`src/rtl/hack_pc_jump.sv`:
```
// Program-counter stage of the Hack CPU.
// Picks the next instruction address from the jump target, PC+1 or hold, and
// freezes in a HALTED state when the canonical termination loop is detected.
module hack_pc_jump #(
  parameter int unsigned      WIDTH       = 16,
  parameter logic [WIDTH-1:0] RESET_VEC   = '0,
  parameter bit               HALT_DETECT = 1'b1
) (
  input  logic             clk,
  input  logic             reset,
  input  logic             en,
  input  logic             is_c,
  input  logic [2:0]       jmp,
  input  logic             zr,
  input  logic             ng,
  input  logic [WIDTH-1:0] target,
  output logic [WIDTH-1:0] pc,
  output logic             jumped,
  output logic             halted
);

  typedef enum logic [0:0] {
    StRun,
    StHalted
  } state_e;

  state_e           state_q, state_d;
  logic [WIDTH-1:0] pc_q, pc_d;
  logic             jumped_q, jumped_d;

  logic             take;
  logic             halt_hit;
  logic [WIDTH-1:0] pc_inc;
  logic [WIDTH-1:0] pc_dec;

  // Jump decision and termination-loop detection.
  always_comb begin
    pc_inc = pc_q + WIDTH'(1);
    pc_dec = pc_q - WIDTH'(1);
    take   = is_c & ((jmp[2] & ng) | (jmp[1] & zr) | (jmp[0] & ~ng & ~zr));
    // Only an unconditional jump to self or to pc-1 ("(END) @END; 0;JMP") counts.
    halt_hit = HALT_DETECT && is_c && (jmp == 3'b111) &&
               ((target == pc_q) || (target == pc_dec));
  end

  // Next-state selection; HALTED and stalls hold everything.
  always_comb begin
    state_d  = state_q;
    pc_d     = pc_q;
    jumped_d = jumped_q;
    unique case (state_q)
      StRun: begin
        if (en) begin
          if (take) begin
            pc_d     = target;
            jumped_d = 1'b1;
            if (halt_hit) begin
              state_d = StHalted;
            end
          end else begin
            pc_d     = pc_inc;
            jumped_d = 1'b0;
          end
        end
      end
      StHalted: begin
        state_d = StHalted;
      end
      default: begin
        state_d = StRun;
      end
    endcase
  end

  // State registers with synchronous reset taking priority over everything.
  always_ff @(posedge clk) begin
    if (reset) begin
      state_q  <= StRun;
      pc_q     <= RESET_VEC;
      jumped_q <= 1'b0;
    end else begin
      state_q  <= state_d;
      pc_q     <= pc_d;
      jumped_q <= jumped_d;
    end
  end

  assign pc     = pc_q;
  assign jumped = jumped_q;
  assign halted = (state_q == StHalted);

endmodule

```
`config.mk`:
```
export PLATFORM = sky130hd
export DESIGN_NAME = hack_pc_jump
export DESIGN_NICKNAME = d
export VERILOG_FILES = /design/src/rtl/hack_pc_jump.sv
export SDC_FILE = /design/constraint.sdc
export NUM_CORES = 1
export LEC_CHECK = 0
export CAP_MARGIN = 20
export CORE_ASPECT_RATIO = 1.75
export CORE_MARGIN = 3
export CORE_UTILIZATION = 45
export DETAILED_ROUTE_END_ITERATION = 8
export GPL_TIMING_DRIVEN = 0
export PLACE_DENSITY = 0.86
export SLEW_MARGIN = 15
export SYNTH_ARGS = -nofsm -noshare
export SYNTH_HDL_FRONTEND = slang
export SYNTH_SLANG_ARGS = --single-unit
```
`constraint.sdc`:
```
create_clock -name clk -period 2.1 [get_ports clk]
set_clock_uncertainty 0.05 [all_clocks]
set_input_delay 0.42 -clock clk [delete_from_list [all_inputs] [get_ports clk]]
set_output_delay 0.42 -clock clk [all_outputs]
set_load 0.01 [all_outputs]
```
==> flow_summary.json, run 1 <==
{
  "outcome": "complete, but fails checks",
  "violations": "setup timing",
  "area_delta_synth_final_pct": 39.13,
  "drv_slew": 0,
  "switchingPower_uw": 409.4,
  "ys_types": 53,
  "grt_pass1_vias": 1981,
  "synth_top_area_share_pct": 20.95,
  "fill_cells": 324,
  "multi_input_area_um2": 1344,
  "grt_pass1_wl_um": 9273,
  "nets": 320,
  "slew_headroom_pct": 63.84,
  "crit_required_ns": 2.23,
  "power.density_nw_per_um2": 490.6,
  "finalPower_mw": 1.174,
  "drt_iter0_markers": 67,
  "period_needed_ns": 2.116,
  "cts_root_buffer": "clkbuf_8",
  "power.share.clock_pct": 26.3,
  "finalWorstSetupSlack_ns": -0.01594,
  "ir_worst_vdd_mv": 0.3704,
  "n_antenna_cell": 0,
  "grt_overflow_total": 0,
  "hold_slack_ns": 0.4282,
  "r2r_start": "pc[0]",
  "rsz0062_at_grt": "yes",
  "rows": 29,
  "yosysSeqAreaShare_pct": 20.95,
  "final_util_pct": 65.31,
  "pwr-share-comb_pct": 40.8,
  "routed_via_density": 6.065,
  "syn_avg_cell_area_um2": 7.022,
  "syn_area_um2": 1720,
  "postPlaceCellArea_um2": 2198,
  "synth_seq_cells": 18,
  "power_frac_seq_pct": 32.9,
  "max_freq_mhz": 472.6,
  "antenna_found_initial": 0,
  "grt_max_degree": 11,
  "htree_levels": 1,
  "p_int_uw": 764.8,
  "netlist_top_cells_count": "nor2_1, a21oi_1, nand2_1",
  "setup.worst_path.class": "reg -> reg",
  "antenna_left": 0,
  "worstHoldStart": "jumped",
  "synthCells": 245,
  "cts.sinks": 18,
  "worstMarginPinSlew_ns": 0.5425,
  "hold_class": "reg -> reg",
  "initial_core_util_pct": 46.94,
  "wl_per_cell_um": 16.41,
  "ys_async_sr_fraction_pct": 0,
  "die_width_um": 52.74,
  "worst-endpoint-arrival_ns": 2.25,
  "clk_latency_ns": 0.27,
  "route.detailed.drc": 0,
  "drive_gt1_share_pct": 16.44,
  "grt_use_total_pct": 26.36,
  "cts_hold_buf": 0,
  "max_cap_viol_count": 0,
  "worstSetupStartpoint": "pc[0]",
  "start_kind": "flop",
  "swShare_pct": 34.86,
  "vias": 2050,
  "yosys_warnings": 0,
  "p_leak_nw": 0.8642,
  "dp_hpwl_um": 4000,
  "clk_pin_slew_ns": 0.08,
  "ys_top_cells_by_area": "dfxtp_1, xnor2_1, a21oi_1, nor2_1, xor2_1",
  "coreArea_um2": 3665,
  "fin_tns_setup_ns": -0.01594,
  "ys.flop_type": "dfxtp_1",
  "critical_path.endpoint_type": "flop",
  "setup_violations": 1,
  "synth_top_area_cell": "dfxtp_1",
  "cts_tree": "yes",
  "timing_hold_violations_final": 0,
  "cts_buffers": 3,
  "port_buffers": 42,
  "final_area_um2": 2394,
  "die-area_um2": 4630,
  "postSynthNetCount": 272,
  "ios": 43,
  "critPathMaxFanout": 4,
  "timing.final.crit_share_pct": 100.8,
  "postRouteWirelength_um": 5545,
  "synth-edff-count": 0,
  "place.gp.congestion": 0.9624,
  "sequential_cell_area_um2": 366.6,
  "firstDrtPassIters": 6,
  "cts_buffer_depth": 2,
  "yosysMostFrequentCell": "nor2_1",
  "die-height_um": 87.80
}
==> logic make-up after synthesis <==
logic type / Yosys count / share of synthesized area, %
compound gates: 67 / 24.29
xor+xnor: 23 / 11.71
fa+ha+maj: 2 / 1.454
buf+inv: 25 / 6.546
flops: 18 / 20.95
simple gates: 110 / 35.06
==> power by group through the flow <==
stage / Sequential (mW) / Combinational (mW) / Clock, mW
after detailed placement: 0.385 / 0.427 / 0
after global placement: 0.384 / 0.424 / 0
after floorplan: 0.390 / 0.268 / 0
final: 0.387 / 0.479 / 0.308
after global routing: 0.389 / 0.522 / 0.331
after CTS: 0.381 / 0.467 / 0.313
==> per-layer routing <==
| layer | track usage [%] | wire [µm] | vias to the layer above |
|---|---|---|---|
| li1 | - | - | 984 |
| met1 | 31.13 | 2103 | 940 |
| met2 | 43.44 | 2849 | 107 |
| met3 | 3.748 | 369 | 19 |
| met4 | 16.51 | 222 | 0 |
| met5 | 0 | 0 | - |
==> final timing paths <==
check / endpoint / slack, ns / depth (start not counted)
worst min-delay path: jumped / 0.43 / 2
worst max-delay path: halted / -0.02 / 9
worst min register to register: jumped / 0.43 / 2
worst max register to register: halted / -0.02 / 9
==> worst max-delay path, stage by stage (launching register included) <==
cell and delay, ns:
dfxtp_2 0.34, buf_6 0.13, inv_4 0.06, ha_4 0.12
or4b_4 0.50, nor2_4 0.12, and2_4 0.16, nor4b_4 0.17
a31oi_1 0.08, o31ai_1 0.29
==> registers in the layout (all words and copies together), names as in the netlist <==
register,count
pc,16
jumped,1
halted,1
==> per-stage QoR <==
stage          cells  setup slack, ns
2_1_floorplan    245          0.07532
3_3_place_gp     333          -0.5086
3_5_place_dp     333          -0.5341
4_1_cts          340        -0.001739
5_1_grt          338         -0.07089
6_report         338         -0.01594
==> timing repair <==
item	in CTS	in global routing
endpoints found under the hold margin	0	0
setup buffers	4	2
endpoints found under the setup margin	13	13
resized for setup	22	12
pin swaps	3	4
==> final cells by class <==
class,count,share of cell area (%)
multi-input combinational,202,56.14
sequential,18,15.32
clock buffer,4,2.300
timing repair buffer,48,19.45
tap,46,2.405
buffer,18,3.973
inverter,2,0.4182
==> layout by cell type (no fill, tap or decap), drive strengths merged, types with 10 or more instances in the layout <==
cell	synthesis	layout
clkdlybuf4s50	0	42
nor2	25	25
a21oi	21	21
nand2	21	21
dfxtp	18	18
buf	9	17
xnor2	13	13
o21ai	12	12
nor3	11	11
clkbuf	14	11
xor2	10	10
No activity file was read; power rests on OpenSTA's default activity.
==> inputs of run 2 (changes only) <==
Settings changed: CORE_MARGIN 3 to default.
==> run 2 against run 1 <==
Compared with the run above: the run still ends with setup timing left; worst setup slack improved by 0.011 ns; sequential cell count did not move; combinational power fell by 1%; sequential power barely moved; critical endpoint unchanged; clock power fell by 14%; wire length rose by 1.1%; power fell by 4.3%; highest routed layer unchanged; largest cell class unchanged.
==> flow_summary.json, run 2 (same netlist as run 1, synthesis figures left out) <==
{
  "wl_per_cell_um": 16.78,
  "layout_common_cells": "clkdlybuf4s50_1, nor2_1, a21oi_1, nand2_1, dfxtp_1",
  "cts_hold_buf": 0,
  "switchingPower_uw": 405.6,
  "start_kind": "flop",
  "grt_pass1_vias": 2043,
  "clk_latency_ns": 0.27,
  "max_freq_mhz": 475.1,
  "route.detailed.drc": 0,
  "grt_max_degree": 12,
  "drive_gt1_share_pct": 15.28,
  "finalPower_mw": 1.124,
  "p_int_uw": 718.3,
  "grt_use_total_pct": 27.88,
  "cts_root_buffer": "clkbuf_8",
  "max_cap_viol_count": 0,
  "grt_overflow_total": 0,
  "initial_core_util_pct": 47.41,
  "antenna_found_initial": 0,
  "period_needed_ns": 2.105,
  "r2r_end": "halted",
  "pwr-share-comb_pct": 42.1,
  "area_delta_synth_final_pct": 36.87,
  "drv_slew": 0,
  "timing_hold_violations_final": 0,
  "outcome": "complete, but fails checks",
  "grt_pass1_wl_um": 8852,
  "routed_via_density": 6.237,
  "hold_class": "reg -> reg",
  "worstSetupStartpoint": "pc[1]",
  "crit_required_ns": 2.21,
  "setup.worst_path.class": "reg -> reg",
  "coreArea_um2": 3628,
  "die-height_um": 83.80,
  "hold_slack_ns": 0.4184,
  "r2r_start": "pc[1]",
  "cts_buffers": 3,
  "critical_path.endpoint_type": "flop",
  "slew_headroom_pct": 64.28,
  "power.share.clock_pct": 23.4,
  "p_leak_nw": 0.8384,
  "r2r_slack_ns": -0.005,
  "swShare_pct": 36.09,
  "worstMarginPinSlew_ns": 0.5358,
  "port_buffers": 42,
  "crit_end": "halted",
  "ff2ff_path_depth": 8,
  "cts_tree": "yes",
  "cts_buffer_depth": 2,
  "layout_commonest_cell": "clkdlybuf4s50_1",
  "firstDrtPassIters": 4,
  "power_frac_seq_pct": 34.4,
  "htree_levels": 1,
  "ir_worst_vdd_mv": 0.4838,
  "vias": 2083,
  "die_width_um": 48.74,
  "cts.sinks": 18,
  "clk_pin_slew_ns": 0.08,
  "final_util_pct": 64.90,
  "worst-endpoint-arrival_ns": 2.22,
  "finalWorstSetupSlack_ns": -0.004974,
  "setup_violations": 1,
  "power.density_nw_per_um2": 477.3,
  "postRouteWirelength_um": 5604,
  "timing.final.crit_share_pct": 100.2,
  "critPathMaxFanout": 9,
  "drt_iter0_markers": 114,
  "largest_reg_flops": 16,
  "violations": "setup timing",
  "n_antenna_cell": 0,
  "nets": 317,
  "place.gp.congestion": 0.9171,
  "post-place-ws_ns": -0.5451,
  "dp_hpwl_um": 3910,
  "die-area_um2": 4084,
  "antenna_left": 0,
  "rows": 29,
  "ios": 43
}
run 2: cell types whose count changed in the layout (fill, tap and decap cells not counted), sizes merged:
cell  delta
buf      -4
run 2: critical path, cell delays in order, from the launching register on:
cell	delay, ns
dfxtp_4	0.39
inv_2	0.09
ha_4	0.13
or4b_4	0.50
nor2_4	0.11
nor2_1	0.06
a211o_1	0.32
a31oi_2	0.25
o31ai_1	0.10
run 2: cell type report:
class | count | area, µm²
multi-input combinational | 202 | 1341
fill | 315 | 1274
timing repair buffer | 46 | 450.4
sequential | 18 | 367.9
buffer | 17 | 86.33
tap | 46 | 57.56
clock buffer | 3 | 41.29
inverter | 2 | 10.01
run 2: timing repair:
| action | 4_1_cts | 5_1_grt |
|---|---|---|
| buffers inserted | 2 | 2 |
| endpoints found under the setup margin | 14 | 16 |
| resized for setup | 16 | 17 |
| pin swaps | 4 | 5 |
run 2: worst min path at each step:
stage                   to   start  slack [ns]  cells after the start
floorplan           jumped  jumped        0.43                      2
global placement    jumped  jumped        0.40                      2
detailed placement  jumped  jumped        0.41                      2
CTS                 jumped  jumped        0.42                      2
global route        jumped  jumped        0.45                      2
finish              jumped  jumped        0.42                      2
run 2: layer usage:
layer  up-vias  part of all wire, %  global-route usage [%]
li1        970                    -                       -
met1       997                   37                   29.69
met2        92                   52                   47.60
met3        24                  6.4                   4.372
met4         0                  4.5                   21.66
met5         -                    0                       0
run 2: metrics by stage:
step / instance area (µm²) / TNS [ns] / std cells
4_1_cts: 2295 / -0.03599 / 336
3_5_place_dp: 2198 / -6.861 / 333
6_report: 2355 / -0.004974 / 334
2_1_floorplan: 1720 / 0 / 245
3_3_place_gp: 2198 / -6.320 / 333
5_1_grt: 2355 / -0.1276 / 334
run 2: power groups by stage:
stage | logic, mW | clock network [mW] | registers, mW
floorplan | 0.268 | 0 | 0.390
global placement | 0.420 | 0 | 0.384
detailed placement | 0.427 | 0 | 0.385
CTS | 0.452 | 0.258 | 0.381
global route | 0.509 | 0.275 | 0.389
finish | 0.473 | 0.264 | 0.387
==> inputs of run 3 (changes only) <==
Settings changed: ABC_AREA from default to 1, CORE_ASPECT_RATIO 1.75 to 1.5, CORE_UTILIZATION 45 to 40, PLACE_DENSITY 0.86 to 0.77.
==> run 3 against run 2 <==
Compared with the run above: the run now ends clean; cell count up 33%; combinational power up 5.7%; clock power up 14%; sequential cell count unchanged; die area up 23%; wire length down 7.7%; count of clock-buffer cells in the layout up 1; critical endpoint is now pc[13]; largest cell class unchanged; largest power group unchanged.
==> flow_summary.json, run 3 <==
{
  "drive_gt1_share_pct": 8.924,
  "vias": 2170,
  "netlist_top_cells_count": "nand2_1, inv_1, nor2_1",
  "place.gp.congestion": 0.9292,
  "synth_top_area_share_pct": 22.18,
  "worstSetupStartpoint": "en",
  "grt_overflow_total": 0,
  "syn_avg_cell_area_um2": 5.658,
  "clk_pin_slew_ns": 0.08,
  "cp_common_cell": "nand2_1",
  "cts_tree": "yes",
  "ff2ff_path_depth": 14,
  "die-area_um2": 5024,
  "rsz0062_at_grt": "no",
  "postSynthNetCount": 362,
  "dp_hpwl_um": 4172,
  "r2r_end": "halted",
  "cts_resized": 0,
  "die-height_um": 86.31,
  "pwr-share-comb_pct": 42.3,
  "ys_async_sr_fraction_pct": 0,
  "worst_path_max_delay_cell": "clkbuf_1",
  "cts_root_buffer": "clkbuf_8",
  "firstDrtPassIters": 4,
  "grt_pass1_vias": 2120,
  "final_cells": 445,
  "postRouteWirelength_um": 5175,
  "cts_buffer_depth": 2,
  "worst-endpoint-arrival_ns": 2.09,
  "power.density_nw_per_um2": 481.3,
  "ys_types": 33,
  "drv_slew": 0,
  "ys.flop_type": "dfxtp_1",
  "synth-edff-count": 0,
  "cts_buffers": 3,
  "final_util_pct": 54.13,
  "max_freq_mhz": 516.0,
  "synth_top_area_cell": "nand2_1",
  "p_int_uw": 735.0,
  "cts_hold_buf": 0,
  "slew_headroom_pct": 65.56,
  "crit_required_ns": 2.25,
  "swShare_pct": 37.88,
  "rows": 30,
  "max_cap_viol_count": 0,
  "antenna_found_initial": 0,
  "r2r_slack_ns": 0.23,
  "coreArea_um2": 4542,
  "yosysSeqAreaShare_pct": 19.01,
  "antenna_left": 0,
  "ios": 43,
  "critPathMaxFanout": 10,
  "ir_worst_vdd_mv": 0.3089,
  "layout_commonest_cell": "nand2_1",
  "worstHoldStart": "halted",
  "critical_path.endpoint_type": "flop",
  "wl_per_cell_um": 11.63,
  "port_buffers": 42,
  "dpl.cell_count": 441,
  "yosysMostFrequentCell": "nand2_1",
  "timing.final.crit_share_pct": 92.28,
  "setup_violations": 0,
  "synth_seq_cells": 18,
  "initial_core_util_pct": 41.74,
  "largest_reg_flops": 16,
  "grt_max_degree": 11,
  "postCtsSetupRepairBufs": 0,
  "setup.worst_path.class": "in -> reg",
  "cp_cell_sequence": "clkdlybuf4s50_1, inv_1, nor2_1, clkbuf_1, nand2_1, nand2_1, o21ai_0, a21oi_1",
  "syn_area_um2": 1896,
  "drt_iter0_markers": 102,
  "cp_slowest_stage_delay_ns": 0.46,
  "htree_levels": 1,
  "grt_pass1_wl_um": 8949,
  "ys_top_cells_by_area": "nand2_1, dfxtp_1, inv_1, xor2_1, nand3_1",
  "yosys_warnings": 0,
  "switchingPower_uw": 448.3,
  "cts.sinks": 18,
  "period_needed_ns": 1.938,
  "hold_class": "reg -> reg",
  "n_antenna_cell": 0,
  "die_width_um": 58.21,
  "clk_latency_ns": 0.27,
  "power_frac_seq_pct": 32.2,
  "crit_end": "pc[13]",
  "p_leak_nw": 1.171,
  "timing_hold_violations_final": 0,
  "worstMarginPinSlew_ns": 0.5165,
  "start_kind": "input pin",
  "r2r_start": "pc[1]",
  "route.detailed.drc": 0,
  "synthCells": 335,
  "grt_use_total_pct": 22.66,
  "nets": 409,
  "power.share.clock_pct": 25.5,
  "outcome": "finished clean",
  "layout_common_cells": "nand2_1, inv_1, clkdlybuf4s50_1",
  "area_delta_synth_final_pct": 29.70,
  "routed_via_density": 4.876
}
==> run 3: changes by cell type after synthesis, moves of 5 or more <==
cell	delta
a21oi_1	-6
and2_1	-5
clkbuf_1	-9
inv_1	+46
nand2_1	+91
nand3_1	+14
nor2_4	+5
xnor2_1	-8
==> run 3: through the flow <==
stage                     setup TNS, ns  cell area (µm²)  power (mW)  setup WS [ns]  hold slack [ns]
after floorplan                       0             1896      0.7160         0.3986           0.4359
after global placement          -0.4675             2396      0.8766        -0.1037           0.4052
after detailed placement        -0.6360             2396      0.8858        -0.1033           0.4150
after CTS                             0             2451       1.191         0.1253           0.4292
after global routing                  0             2459       1.279       0.003047           0.4696
final                                 0             2459       1.183         0.1621           0.4274
==> run 3: logic make-up (layout without fill, tap and decap cells) <==
family / Yosys count / count (layout) / share of synthesized area (%)
adder cells (fa/ha/maj): 2 / 2 / 1.320
AND/OR/NAND/NOR: 190 / 190 / 45.02
buffers and inverters: 63 / 109 / 13.27
AO/OA/AOI/OAI: 43 / 43 / 12.61
XOR/XNOR: 19 / 19 / 8.779
flip-flops: 18 / 18 / 19.01
==> run 3: power by group through the flow <==
stage | Combinational (mW) | Clock (mW) | Sequential [mW]
6_report | 0.500 | 0.302 | 0.381
5_1_grt | 0.572 | 0.322 | 0.385
4_1_cts | 0.499 | 0.311 | 0.381
3_5_place_dp | 0.497 | 0 | 0.389
3_3_place_gp | 0.488 | 0 | 0.389
2_1_floorplan | 0.321 | 0 | 0.395
==> run 3: how the worst min path moves through the flow <==
stage	endpoint	depth (start not counted)	slack, ns
finish	halted	2	0.43
global route	halted	2	0.47
CTS	halted	2	0.43
detailed placement	halted	2	0.42
global placement	halted	2	0.41
floorplan	halted	2	0.44
==> run 3: layout make-up <==
type                    count  area (µm²)
clock buffers               4       55.05
well taps                  64       80.08
plain buffers              12       60.06
repair buffers             42       420.4
multi-input cells         254        1286
fillers                   474        2083
flip-flops and latches     18       365.4
inverters                  51       191.4
==> run 3: worst max-delay path, delay by kind of cell <==
kind | cells | cell delay [ns]
buf+inv | 3 | 0.95
compound gates | 2 | 0.21
simple gates | 3 | 0.50
==> run 3: per-layer routing <==
layer  global-route usage (%)  share of wire, %
met1                    25.59                43
met2                    41.90                51
met3                    3.284               3.7
met4                    8.442               2.3
met5                        0                 0
